[config.mk]
export PLATFORM = sky130hd
export DESIGN_NAME = buf_ex_stream_reader_flat
export DESIGN_NICKNAME = d
export VERILOG_FILES = /design/src/rtl/buf_ex_stream_reader_if.sv /design/src/rtl/buf_ex_stream_reader.sv /design/src/flat_wrapper.sv
export SDC_FILE = /design/constraint.sdc
export NUM_CORES = 1
export LEC_CHECK = 0
export CORE_MARGIN = 3
export CORE_UTILIZATION = 41
export CTS_BUF_LIST = sky130_fd_sc_hd__clkbuf_8
export DETAILED_ROUTE_END_ITERATION = 8
export PLACE_DENSITY = 0.68
export SLEW_MARGIN = 10
export SYNTH_ARGS = -nofsm -noshare
export SYNTH_HDL_FRONTEND = slang
export SYNTH_SLANG_ARGS = --single-unit
export TNS_END_PERCENT = 100
[constraint.sdc]
create_clock -name clk -period 3.9 [get_ports clk]
set_input_delay 0.585 -clock clk [delete_from_list [all_inputs] [get_ports clk]]
set_output_delay 0.585 -clock clk [all_outputs]
set_load 0.02 [all_outputs]
[src/rtl/buf_ex_stream_reader_if.sv]
// buf_ex_stream_reader_if
//   Bundles the two data paths of the stream reader into one interface:
//   - the latency-1 buffer read port (buf_ex_addr out, buf_ex_data back)
//   - the output stream (m_valid/m_ready/m_data/m_last)
//   modport master : the reader side (drives address and stream beats)
//   modport slave  : the buffer + stream consumer side
interface buf_ex_stream_reader_if #(
  parameter int BUF_EX_ADDR_WIDTH = 8,
  parameter int BUF_EX_DATA_WIDTH = 256
);
  logic [BUF_EX_ADDR_WIDTH-1:0] buf_ex_addr;
  logic [BUF_EX_DATA_WIDTH-1:0] buf_ex_data;
  logic                         m_valid;
  logic                         m_ready;
  logic [BUF_EX_DATA_WIDTH-1:0] m_data;
  logic                         m_last;

  modport master (
    output buf_ex_addr,
    input  buf_ex_data,
    output m_valid,
    input  m_ready,
    output m_data,
    output m_last
  );

  modport slave (
    input  buf_ex_addr,
    output buf_ex_data,
    input  m_valid,
    output m_ready,
    input  m_data,
    input  m_last
  );
endinterface

[src/rtl/buf_ex_stream_reader.sv]
// buf_ex_stream_reader
//   Reads start_len consecutive words from a latency-1 buffer starting at
//   start_addr and emits them as a valid/ready stream, with m_last on the
//   final beat and a one-cycle done pulse after that beat is accepted.
//   Ports:
//     clk, rst_n         : clock, asynchronous active-low reset
//     start, start_addr,
//     start_len          : transfer request (sampled in IDLE only)
//     abort              : synchronous cancel of a running transfer
//     busy, done         : status (busy in RUN/DRAIN, done pulse)
//     bus (master)       : buffer read port and output stream
//
//   state | meaning
//   ------+-----------------------------------------------------------
//   IDLE  | waiting for start; zero-length start just pulses done
//   RUN   | issuing buffer reads, streaming words out of the FIFO
//   DRAIN | all reads issued, waiting for the m_last handshake
module buf_ex_stream_reader #(
  parameter int BUF_EX_ADDR_WIDTH = 8,
  parameter int BUF_EX_DATA_WIDTH = 256,
  parameter int LEN_WIDTH         = 9
) (
  input  logic                         clk,
  input  logic                         rst_n,
  input  logic                         start,
  input  logic [BUF_EX_ADDR_WIDTH-1:0] start_addr,
  input  logic [LEN_WIDTH-1:0]         start_len,
  input  logic                         abort,
  output logic                         busy,
  output logic                         done,
  buf_ex_stream_reader_if.master       bus
);

  typedef enum logic [1:0] {
    IDLE  = 2'd0,
    RUN   = 2'd1,
    DRAIN = 2'd2
  } state_e;

  state_e                       state_q;
  logic                         busy_q;
  logic                         done_q;
  logic [BUF_EX_ADDR_WIDTH-1:0] rd_ptr_q;
  logic [LEN_WIDTH-1:0]         remaining_q;
  logic                         rd_pending_q;
  logic                         pend_last_q;

  // 2-entry output FIFO
  logic [BUF_EX_DATA_WIDTH-1:0] fifo_data_q [2];
  logic [1:0]                   fifo_last_q;
  logic                         wr_idx_q;
  logic                         rd_idx_q;
  logic [1:0]                   count_q;

  logic       pop;
  logic       push;
  logic       issue;
  logic       head_last;
  logic       abort_act;
  logic [2:0] occ;

  assign pop       = (count_q != 2'd0) && bus.m_ready;
  assign push      = rd_pending_q;
  assign head_last = fifo_last_q[rd_idx_q];
  assign abort_act = abort && (state_q != IDLE);

  // Words already committed after this edge: buffered + in flight - leaving.
  // Keeping this below 2 guarantees the pushed read always finds a free slot.
  assign occ   = {1'b0, count_q} + {2'b00, rd_pending_q} - {2'b00, pop};
  assign issue = (state_q == RUN) && !abort && (occ < 3'd2);

  always_ff @(posedge clk or negedge rst_n) begin
    if (!rst_n) begin
      state_q        <= IDLE;
      busy_q         <= 1'b0;
      done_q         <= 1'b0;
      rd_ptr_q       <= '0;
      remaining_q    <= '0;
      rd_pending_q   <= 1'b0;
      pend_last_q    <= 1'b0;
      fifo_data_q[0] <= '0;
      fifo_data_q[1] <= '0;
      fifo_last_q    <= '0;
      wr_idx_q       <= 1'b0;
      rd_idx_q       <= 1'b0;
      count_q        <= 2'd0;
    end else begin
      done_q <= 1'b0;
      if (abort_act) begin
        // Drop everything in flight; the read returning next cycle is ignored
        // because rd_pending is cleared here.
        state_q      <= IDLE;
        busy_q       <= 1'b0;
        remaining_q  <= '0;
        rd_pending_q <= 1'b0;
        pend_last_q  <= 1'b0;
        wr_idx_q     <= 1'b0;
        rd_idx_q     <= 1'b0;
        count_q      <= 2'd0;
      end else begin
        rd_pending_q <= issue;
        if (issue) begin
          rd_ptr_q    <= rd_ptr_q + BUF_EX_ADDR_WIDTH'(1);
          remaining_q <= remaining_q - LEN_WIDTH'(1);
          pend_last_q <= (remaining_q == LEN_WIDTH'(1));
        end
        if (push) begin
          fifo_data_q[wr_idx_q] <= bus.buf_ex_data;
          fifo_last_q[wr_idx_q] <= pend_last_q;
          wr_idx_q              <= ~wr_idx_q;
        end
        if (pop) begin
          rd_idx_q <= ~rd_idx_q;
        end
        count_q <= count_q + {1'b0, push} - {1'b0, pop};

        case (state_q)
          IDLE: begin
            // abort wins over a coincident start
            if (start && !abort) begin
              if (start_len != '0) begin
                state_q     <= RUN;
                busy_q      <= 1'b1;
                rd_ptr_q    <= start_addr;
                remaining_q <= start_len;
              end else begin
                done_q <= 1'b1;
              end
            end
          end
          RUN: begin
            if (issue && (remaining_q == LEN_WIDTH'(1))) begin
              state_q <= DRAIN;
            end
          end
          DRAIN: begin
            if (pop && head_last) begin
              state_q <= IDLE;
              busy_q  <= 1'b0;
              done_q  <= 1'b1;
            end
          end
          default: begin
            state_q <= IDLE;
            busy_q  <= 1'b0;
          end
        endcase
      end
    end
  end

  assign busy            = busy_q;
  assign done            = done_q;
  assign bus.buf_ex_addr = rd_ptr_q;
  assign bus.m_valid     = (count_q != 2'd0);
  assign bus.m_data      = fifo_data_q[rd_idx_q];
  assign bus.m_last      = (count_q != 2'd0) && head_last;

endmodule

[src/flat_wrapper.sv]
// flat-port wrapper written by rule: the top's interface ports become plain ports
module buf_ex_stream_reader_flat 
#(
  parameter int BUF_EX_ADDR_WIDTH = 8,
  parameter int BUF_EX_DATA_WIDTH = 256,
  parameter int LEN_WIDTH         = 9
)
  (clk, rst_n, start, start_addr, start_len, abort, busy, done, bus_buf_ex_addr, bus_buf_ex_data, bus_m_valid, bus_m_ready, bus_m_data, bus_m_last);
  buf_ex_stream_reader_if #(.BUF_EX_ADDR_WIDTH(BUF_EX_ADDR_WIDTH), .BUF_EX_DATA_WIDTH(BUF_EX_DATA_WIDTH)) bus_i ();
  input  logic clk;
  input  logic rst_n;
  input  logic start;
  input  logic [BUF_EX_ADDR_WIDTH-1:0] start_addr;
  input  logic [LEN_WIDTH-1:0] start_len;
  input  logic abort;
  output logic busy;
  output logic done;
  output wire logic [$bits(bus_i.buf_ex_addr)-1:0] bus_buf_ex_addr;
  input wire logic [$bits(bus_i.buf_ex_data)-1:0] bus_buf_ex_data;
  output wire logic [$bits(bus_i.m_valid)-1:0] bus_m_valid;
  input wire logic [$bits(bus_i.m_ready)-1:0] bus_m_ready;
  output wire logic [$bits(bus_i.m_data)-1:0] bus_m_data;
  output wire logic [$bits(bus_i.m_last)-1:0] bus_m_last;
  assign bus_buf_ex_addr = bus_i.buf_ex_addr;
  assign bus_i.buf_ex_data = bus_buf_ex_data;
  assign bus_m_valid = bus_i.m_valid;
  assign bus_i.m_ready = bus_m_ready;
  assign bus_m_data = bus_i.m_data;
  assign bus_m_last = bus_i.m_last;
  buf_ex_stream_reader #(.BUF_EX_ADDR_WIDTH(BUF_EX_ADDR_WIDTH), .BUF_EX_DATA_WIDTH(BUF_EX_DATA_WIDTH), .LEN_WIDTH(LEN_WIDTH)) u_core (.clk(clk), .rst_n(rst_n), .start(start), .start_addr(start_addr), .start_len(start_len), .abort(abort), .busy(busy), .done(done), .bus(bus_i));
endmodule
## Word-level counts from Yosys, hierarchy flattened

Index checks and enable logic that the tools add are counted.

- Register bits: 541
- Input bits: 278
- Output and inout port bits: 268
- Word-level logic and storage cells: 104

- $add $sub $neg: 6
- Order comparisons: 7
- Equal/unequal tests: 8
- Mux-type cells: 44
- Bitwise logic cells: 5
- Reduce and logical (&&, ||, !) cells: 21

Operators by type and width:

| kind | count |
|---|---|
| 256-bit 2-to-1 mux | 4 |
| 512-bit bitwise mux | 1 |
| 256-bit demux with 1-bit select | 1 |
| 9-bit 2-to-1 mux | 5 |
| 8-bit 2-to-1 mux | 4 |
| 1-bit 2-to-1 mux | 18 |
| 2-bit 2-to-1 mux | 6 |
| 1-bit logical AND | 10 |
| 2-bit nonzero test | 5 |
| 9-bit by 1-bit equality test with 1-bit output (second input constant) | 1 |
| 3-bit by 1-bit != test with 1-bit output (second input constant) | 3 |
| 9-bit nonzero test | 1 |
| 9-bit by 1-bit subtractor with 9-bit output (second input constant) | 1 |
| 8-bit by 1-bit adder with 8-bit output (second input constant) | 1 |
| 4-bit AND reduction | 2 |
| 2-bit case mux with 3 select lines | 1 |
| 2-bit greater-or-equal comparator (second input constant) | 2 |
| 1-bit by 2-bit less-than comparator with 1-bit output (second input constant) | 2 |
| 1-bit NOT with 2-bit output | 2 |
| 2-bit by 1-bit adder with 3-bit output | 1 |
| 3-bit by 2-bit less-than comparator with 1-bit output (second input constant) | 1 |
| 3-bit by 2-bit != test with 1-bit output (second input constant) | 1 |
| 1-bit NOT | 3 |
| 1-bit case mux with 3 select lines | 1 |
| 14 further kinds | 14 |

## Depth between registers and ports, before layout

- Depth after elaboration: 10
- Gate-level depth with buffers: 13
- Depth with buffers taken out: 12

## Worst setup path after synthesis

Ideal clock, no wire load.

- Path kind: register to register
- From: reg u_core.count_q[1]
- To: reg u_core.remaining_q[8]
- Library setup time: 86 ps
- Data arrival time: 2,883 ps
- Required time: 3,814 ps
- Slack: 931 ps
- Cell stages (with the launch flop): 13
- Buffers on the path: 0
- Clock period less this slack: 2,969 ps
- Path through: dfrtp_1 o21ai_0 inv_1 ha_1 inv_1 ha_1 inv_1 fa_1 xnor2_1 nand2_1 inv_2 a31oi_1 nor3_1

- Longest elaborated chain between the ends: 10
- Elaborated cells between the ends (all ways): 11
- Those cells by class: add/sub: 2; order compare: 1; mux: 5; reduce/logical: 3

Ends and longest elaborated chain:

| what | RTL line | source |
|---|---|---|
| start: declaration | buf_ex_stream_reader.sv:53 | `logic [1:0] count_q;` |
| start signal: assignment | buf_ex_stream_reader.sv:115 | `count_q <= count_q + {1'b0, push} - {1'b0, pop};` |
| parallel branches: the longest is 2 deep, another holds 2-bit by 1-bit adder with 3-bit output | -- |  |
| 3-bit by 1-bit subtractor with 3-bit output (*) | buf_ex_stream_reader.sv:69 | `assign occ = {1'b0, count_q} + {2'b00, rd_pending_q} - {2'b00, pop};` |
| 3-bit by 2-bit less-than comparator with 1-bit output (*) | buf_ex_stream_reader.sv:70 | `assign issue = (state_q == RUN) && !abort && (occ < 3'd2);` |
| 1-bit logical AND (*) | buf_ex_stream_reader.sv:70 |  |
| 9-bit 2-to-1 mux (*) | buf_ex_stream_reader.sv:102 | `if (issue) begin` |
| 9-bit 2-to-1 mux | buf_ex_stream_reader.sv:121 | `if (start_len != '0) begin` |
| 9-bit 2-to-1 mux | buf_ex_stream_reader.sv:120 | `if (start && !abort) begin` |
| 9-bit 2-to-1 mux (*) | buf_ex_stream_reader.sv:117 | `case (state_q)` |
| 9-bit 2-to-1 mux (*) | buf_ex_stream_reader.sv:89 | `if (abort_act) begin` |
| end signal: assignment | buf_ex_stream_reader.sv:104 | `remaining_q <= remaining_q - LEN_WIDTH'(1);` |
| end signal: assignment | buf_ex_stream_reader.sv:125 | `remaining_q <= start_len;` |
| end: declaration | buf_ex_stream_reader.sv:44 | `logic [LEN_WIDTH-1:0] remaining_q;` |

Every way passes the cells marked *.
A chain may end at the register's enable or synchronous reset.

## Worst setup path after layout

- From: reg u_core.rd_idx_q
- To: out bus_m_data[38]

- Longest elaborated chain between the ends: 4

Ends and longest elaborated chain:

| what | RTL line | source |
|---|---|---|
| start: declaration | buf_ex_stream_reader.sv:52 | `logic rd_idx_q;` |
| start signal: assignment | buf_ex_stream_reader.sv:113 | `rd_idx_q <= ~rd_idx_q;` |
| 1-bit NOT with 2-bit output (not written as such) | buf_ex_stream_reader.sv:156 | `assign bus.m_data = fifo_data_q[rd_idx_q];` |
| 256-bit 2-to-1 mux (not written as such) (3 in series) | buf_ex_stream_reader.sv:156 |  |
| end: declaration | flat_wrapper.sv:22 | `output wire logic [$bits(bus_i.m_data)-1:0] bus_m_data;` |

Every way passes these cells. The select of a mux whose other input is x is not followed.

==> impl_metrics.prom <==
# TYPE chip_impl_metric gauge
chip_impl_info{name="status",value="completed"} 1
chip_impl_metric{name="netlist_instances",unit=""} 1544
chip_impl_metric{name="leakagePower",unit="nW"} 14.1
chip_impl_metric{name="max_clock_freq",unit="MHz"} 295
chip_impl_metric{name="relative_slew_slack",unit=""} 0.449
chip_impl_metric{name="ios",unit=""} 546
chip_impl_metric{name="vias",unit=""} 14900
chip_impl_metric{name="grt_pass1_wl",unit="mm"} 94.5
chip_impl_metric{name="final_count_of_negative_setup_slack_endpoints",unit=""} 0
chip_impl_info{name="grt_setup_unrepaired",value="false"} 1
chip_impl_metric{name="synthesized_netlist_net_count",unit=""} 1828
chip_impl_metric{name="dp_hpwl",unit="mm"} 42.7
chip_impl_metric{name="synthDistinctLibCells",unit=""} 48
chip_impl_metric{name="detail_route.wl_per_cell",unit="µm"} 20.6
chip_impl_metric{name="p_seq_frac",unit=""} 0.341
chip_impl_metric{name="std_cell_rows",unit=""} 87
chip_impl_metric{name="first_pass_iters",unit=""} 4
chip_impl_metric{name="post_synth.cell_area_avg",unit="µm²"} 15.2
chip_impl_metric{name="p_switching",unit="W"} 0.00917
chip_impl_metric{name="route.detailed.drc",unit=""} 0
chip_impl_metric{name="grt_remaining_overflow",unit=""} 0
chip_impl_metric{name="worstPathArrival",unit="ps"} 2800
chip_impl_metric{name="drive_above_1_share",unit=""} 0.435
chip_impl_info{name="cp_cell_sequence",value="buf_12, buf_4, mux2_2, clkdlybuf4s50_1"} 1
chip_impl_metric{name="number_of_global_route_vias_before_repair",unit=""} 16500
chip_impl_metric{name="grt_use_total",unit=""} 0.200
chip_impl_info{name="clockRootBuffer",value="sky130_fd_sc_hd__clkbuf_8"} 1
chip_impl_metric{name="final-instance-count-excl-fill",unit=""} 2969
chip_impl_metric{name="initial_core_utilization",unit=""} 0.416
chip_impl_metric{name="hold_viol",unit=""} 0
chip_impl_metric{name="synthDominantCellAreaShare",unit=""} 0.575
chip_impl_metric{name="count_of_flip_flops_with_a_built_in_enable_after_synthesis",unit=""} 0
chip_impl_metric{name="insertion_delay",unit="ps"} 670
chip_impl_metric{name="post-route-period-util",unit=""} 0.869
chip_impl_metric{name="ys_seq_area_frac",unit=""} 0.575
chip_impl_metric{name="cellPowerDensity",unit="nW/µm²"} 841
chip_impl_metric{name="post-route-cell-area",unit="µm²"} 31900
chip_impl_metric{name="antenna_found_initial",unit=""} 19
chip_impl_metric{name="crit_path_max_fanout",unit=""} 38
chip_impl_info{name="worst_setup_path_end_kind",value="output pin"} 1
chip_impl_metric{name="htree_num_levels",unit=""} 3
chip_impl_metric{name="cts.path.max_buffers",unit=""} 3
chip_impl_metric{name="worst_ep_required_time",unit="ps"} 3310
chip_impl_metric{name="die_width",unit="µm"} 246
chip_impl_metric{name="cts_inserted_buffers",unit=""} 93
chip_impl_info{name="setup.worst_path.start_class",value="flop"} 1
chip_impl_metric{name="vdd_drop_max",unit="µV"} 533
chip_impl_info{name="synthFlopType",value="sky130_fd_sc_hd__dfrtp_1"} 1
chip_impl_info{name="critPathSlowestCell",value="sky130_fd_sc_hd__dfrtp_4"} 1
chip_impl_info{name="path_delay_family",value="buffers and inverters"} 1
chip_impl_metric{name="core_area",unit="µm²"} 56600
chip_impl_metric{name="drt.antenna.violating_nets",unit=""} 0
chip_impl_metric{name="count_of_placed_standard_cells_including_taps",unit=""} 2796
chip_impl_metric{name="fin_worst_hold_slack",unit="ps"} 498
chip_impl_metric{name="fin_nets",unit=""} 2420
chip_impl_metric{name="count_of_pins_over_their_slew_limit",unit=""} 0
chip_impl_metric{name="place.port_buffers",unit=""} 545
chip_impl_metric{name="clock_skews",unit="ps"} 31.5
chip_impl_metric{name="worst-path-buf-inv",unit=""} 3
chip_impl_info{name="leading_cell_type_by_number_of_instances_after_synthesis",value="sky130_fd_sc_hd__mux2_2"} 1
chip_impl_metric{name="netSwitchingFraction",unit=""} 0.342
chip_impl_metric{name="die_height",unit="µm"} 246
chip_impl_metric{name="detail_route.iter0.violations",unit=""} 537
chip_impl_info{name="holdCritPathClass",value="flop to flop"} 1
chip_impl_metric{name="placement_cell_area",unit="µm²"} 30000
chip_impl_metric{name="cpPeakStageDelay",unit="ps"} 620
chip_impl_metric{name="maximum_number_of_pins_on_one_net_before_global_route_repair",unit=""} 112
chip_impl_metric{name="clock_sink_count",unit=""} 541
chip_impl_metric{name="totalWireLength",unit="mm"} 61.2
chip_impl_metric{name="syn-cell-area",unit="µm²"} 23500
chip_impl_metric{name="gp_congestion",unit=""} 0.813
chip_impl_metric{name="worstMarginPinSlew",unit="ps"} 826
chip_impl_metric{name="worst_setup_hold_path_clk_slew",unit="ps"} 50
chip_impl_metric{name="cts.repair.resized",unit=""} 0
chip_impl_info{name="netlist_top_cells_area",value="sky130_fd_sc_hd__dfrtp_1 58%, sky130_fd_sc_hd__mux2_2 37%, sky130_fd_sc_hd__buf_2 1.2%"} 1
chip_impl_info{name="crit_type",value="flop to output pin"} 1
chip_impl_metric{name="period_needed",unit="ps"} 3390
chip_impl_metric{name="totalNegativeSetupSlack",unit="ps"} 0
chip_impl_metric{name="postSynth.asyncResetShare",unit=""} 1.00
chip_impl_metric{name="synth-seq-cells",unit=""} 541
chip_impl_info{name="netlist_top_cells_count",value="770 x sky130_fd_sc_hd__mux2_2, 541 x sky130_fd_sc_hd__dfrtp_1, 58 x sky130_fd_sc_hd__buf_2"} 1
chip_impl_metric{name="count_of_buffers_added_by_post_cts_timing_repair_for_setup",unit=""} 0
chip_impl_metric{name="share_comb_of_total_power",unit=""} 0.472
chip_impl_metric{name="syn2layout_area_growth",unit="%"} 35.5
chip_impl_info{name="tritoncts",value="yes"} 1
chip_impl_metric{name="vias_per_cell",unit=""} 5.03
chip_impl_metric{name="dieArea",unit="µm²"} 60300
chip_impl_metric{name="maxCapViolations",unit=""} 0
chip_impl_metric{name="synth-warning-count",unit=""} 0
chip_impl_metric{name="clkPwrFrac",unit=""} 0.186
chip_impl_metric{name="internal_power",unit="W"} 0.0177
chip_impl_info{name="leading_area_contributor_after_synthesis",value="sky130_fd_sc_hd__dfrtp_1"} 1
per-stage QoR:
stage / setup slack, ps / power, W / util
final: 512 / 0.0268 / 0.563
after global routing: 328 / 0.0283 / 0.563
after global placement: 331 / 0.0217 / 0.530
after floorplan: 931 / 0.0164 / -
after CTS: 361 / 0.0272 / 0.563
after detailed placement: 236 / 0.0220 / 0.530
flip-flops by register name (all words and copies together) (netlist names):
name                    count
u_core.fifo_data_q        512
u_core.count_q              2
u_core.push                 1
u_core.remaining_q          9
u_core.fifo_last_q          2
u_core.done                 1
u_core.bus.buf_ex_addr      8
u_core.rd_idx_q             1
u_core.pend_last_q          1
u_core.wr_idx_q             1
u_core.state_q              2
u_core.busy                 1
area by class of cell:
| cell class | instances | area, µm² |
|---|---|---|
| Clock buffer | 117 | 1610 |
| Tap cell | 756 | 946 |
| Sequential cell | 541 | 13500 |
| Fill cell | 4559 | 24700 |
| Timing Repair Buffer | 589 | 5940 |
| Antenna cell | 15 | 37.5 |
| Clock inverter | 40 | 208 |
| Inverter | 12 | 45.0 |
| Multi-Input combinational cell | 899 | 9560 |
logic make-up (layout without fill, tap and decap cells):
kind of cell	Yosys count	after routing	share of synthesized area
muxes	771	771	0.369
DFF	541	541	0.575
buffers and inverters	104	758	0.0197
and+or+nand+nor	68	68	0.0164
AOI/OAI and AO/OA	44	44	0.0126
xor gates and xnor gates	10	10	0.00372
adders and majority gates	6	6	0.00351
other	0	15	0
power groups by stage:
stage,Clock (W),Combinational (W),Sequential (W)
2_1_floorplan,0,0.00752,0.00884
3_3_place_gp,0,0.0127,0.00904
3_5_place_dp,0,0.0128,0.00925
4_1_cts,0.00517,0.0129,0.00916
5_1_grt,0.00544,0.0134,0.00945
6_report,0.00500,0.0127,0.00916
placed cells by master, fill, tap and decap left out, types with 8 or more instances in the layout:
master and n:
sky130_fd_sc_hd__mux2_2 770, sky130_fd_sc_hd__clkdlybuf4s50_1 544, sky130_fd_sc_hd__dfrtp_1 540, sky130_fd_sc_hd__clkbuf_8 117, sky130_fd_sc_hd__inv_1 40, sky130_fd_sc_hd__buf_4 31
sky130_fd_sc_hd__diode_2 15, sky130_fd_sc_hd__nor2_1 13, sky130_fd_sc_hd__buf_12 12, sky130_fd_sc_hd__a21oi_1 11, sky130_fd_sc_hd__nand3_1 10, sky130_fd_sc_hd__nor3_1 9
sky130_fd_sc_hd__xor2_1 8, sky130_fd_sc_hd__nand2_1 8
worst paths after layout:
path	cells after the start	to	startpoint	slack (ps)
hold reg to reg	1	u_core.fifo_data_q[217]	u_core.fifo_data_q[217]	500
max in group asynchronous	3	u_core.fifo_data_q[232]	rst_n	2120
setup / recovery	4	bus_m_data[38]	u_core.rd_idx_q	510
hold / removal	1	u_core.fifo_data_q[217]	u_core.fifo_data_q[217]	500
min in group asynchronous	2	u_core.fifo_data_q[310]	rst_n	560
setup reg to reg	13	u_core.remaining_q[8]	u_core.count_q[1]	590
metal layers:
| layer | up-vias | part of all wire | GRT usage |
|---|---|---|---|
| li1 | 6770 | - | - |
| met1 | 7609 | 0.39 | 0.232 |
| met4 | 8 | 0.036 | 0.0842 |
| met5 | - | 0.00072 | 0 |
| met2 | 426 | 0.50 | 0.335 |
| met3 | 135 | 0.078 | 0.0724 |
what timing repair did:
action / CTS / global route
endpoints found under the setup margin: 0 / 0
hold buffers: 1 / 0
hold endpoints to repair: 88 / 0
Power figures use the tool's default switching activity.
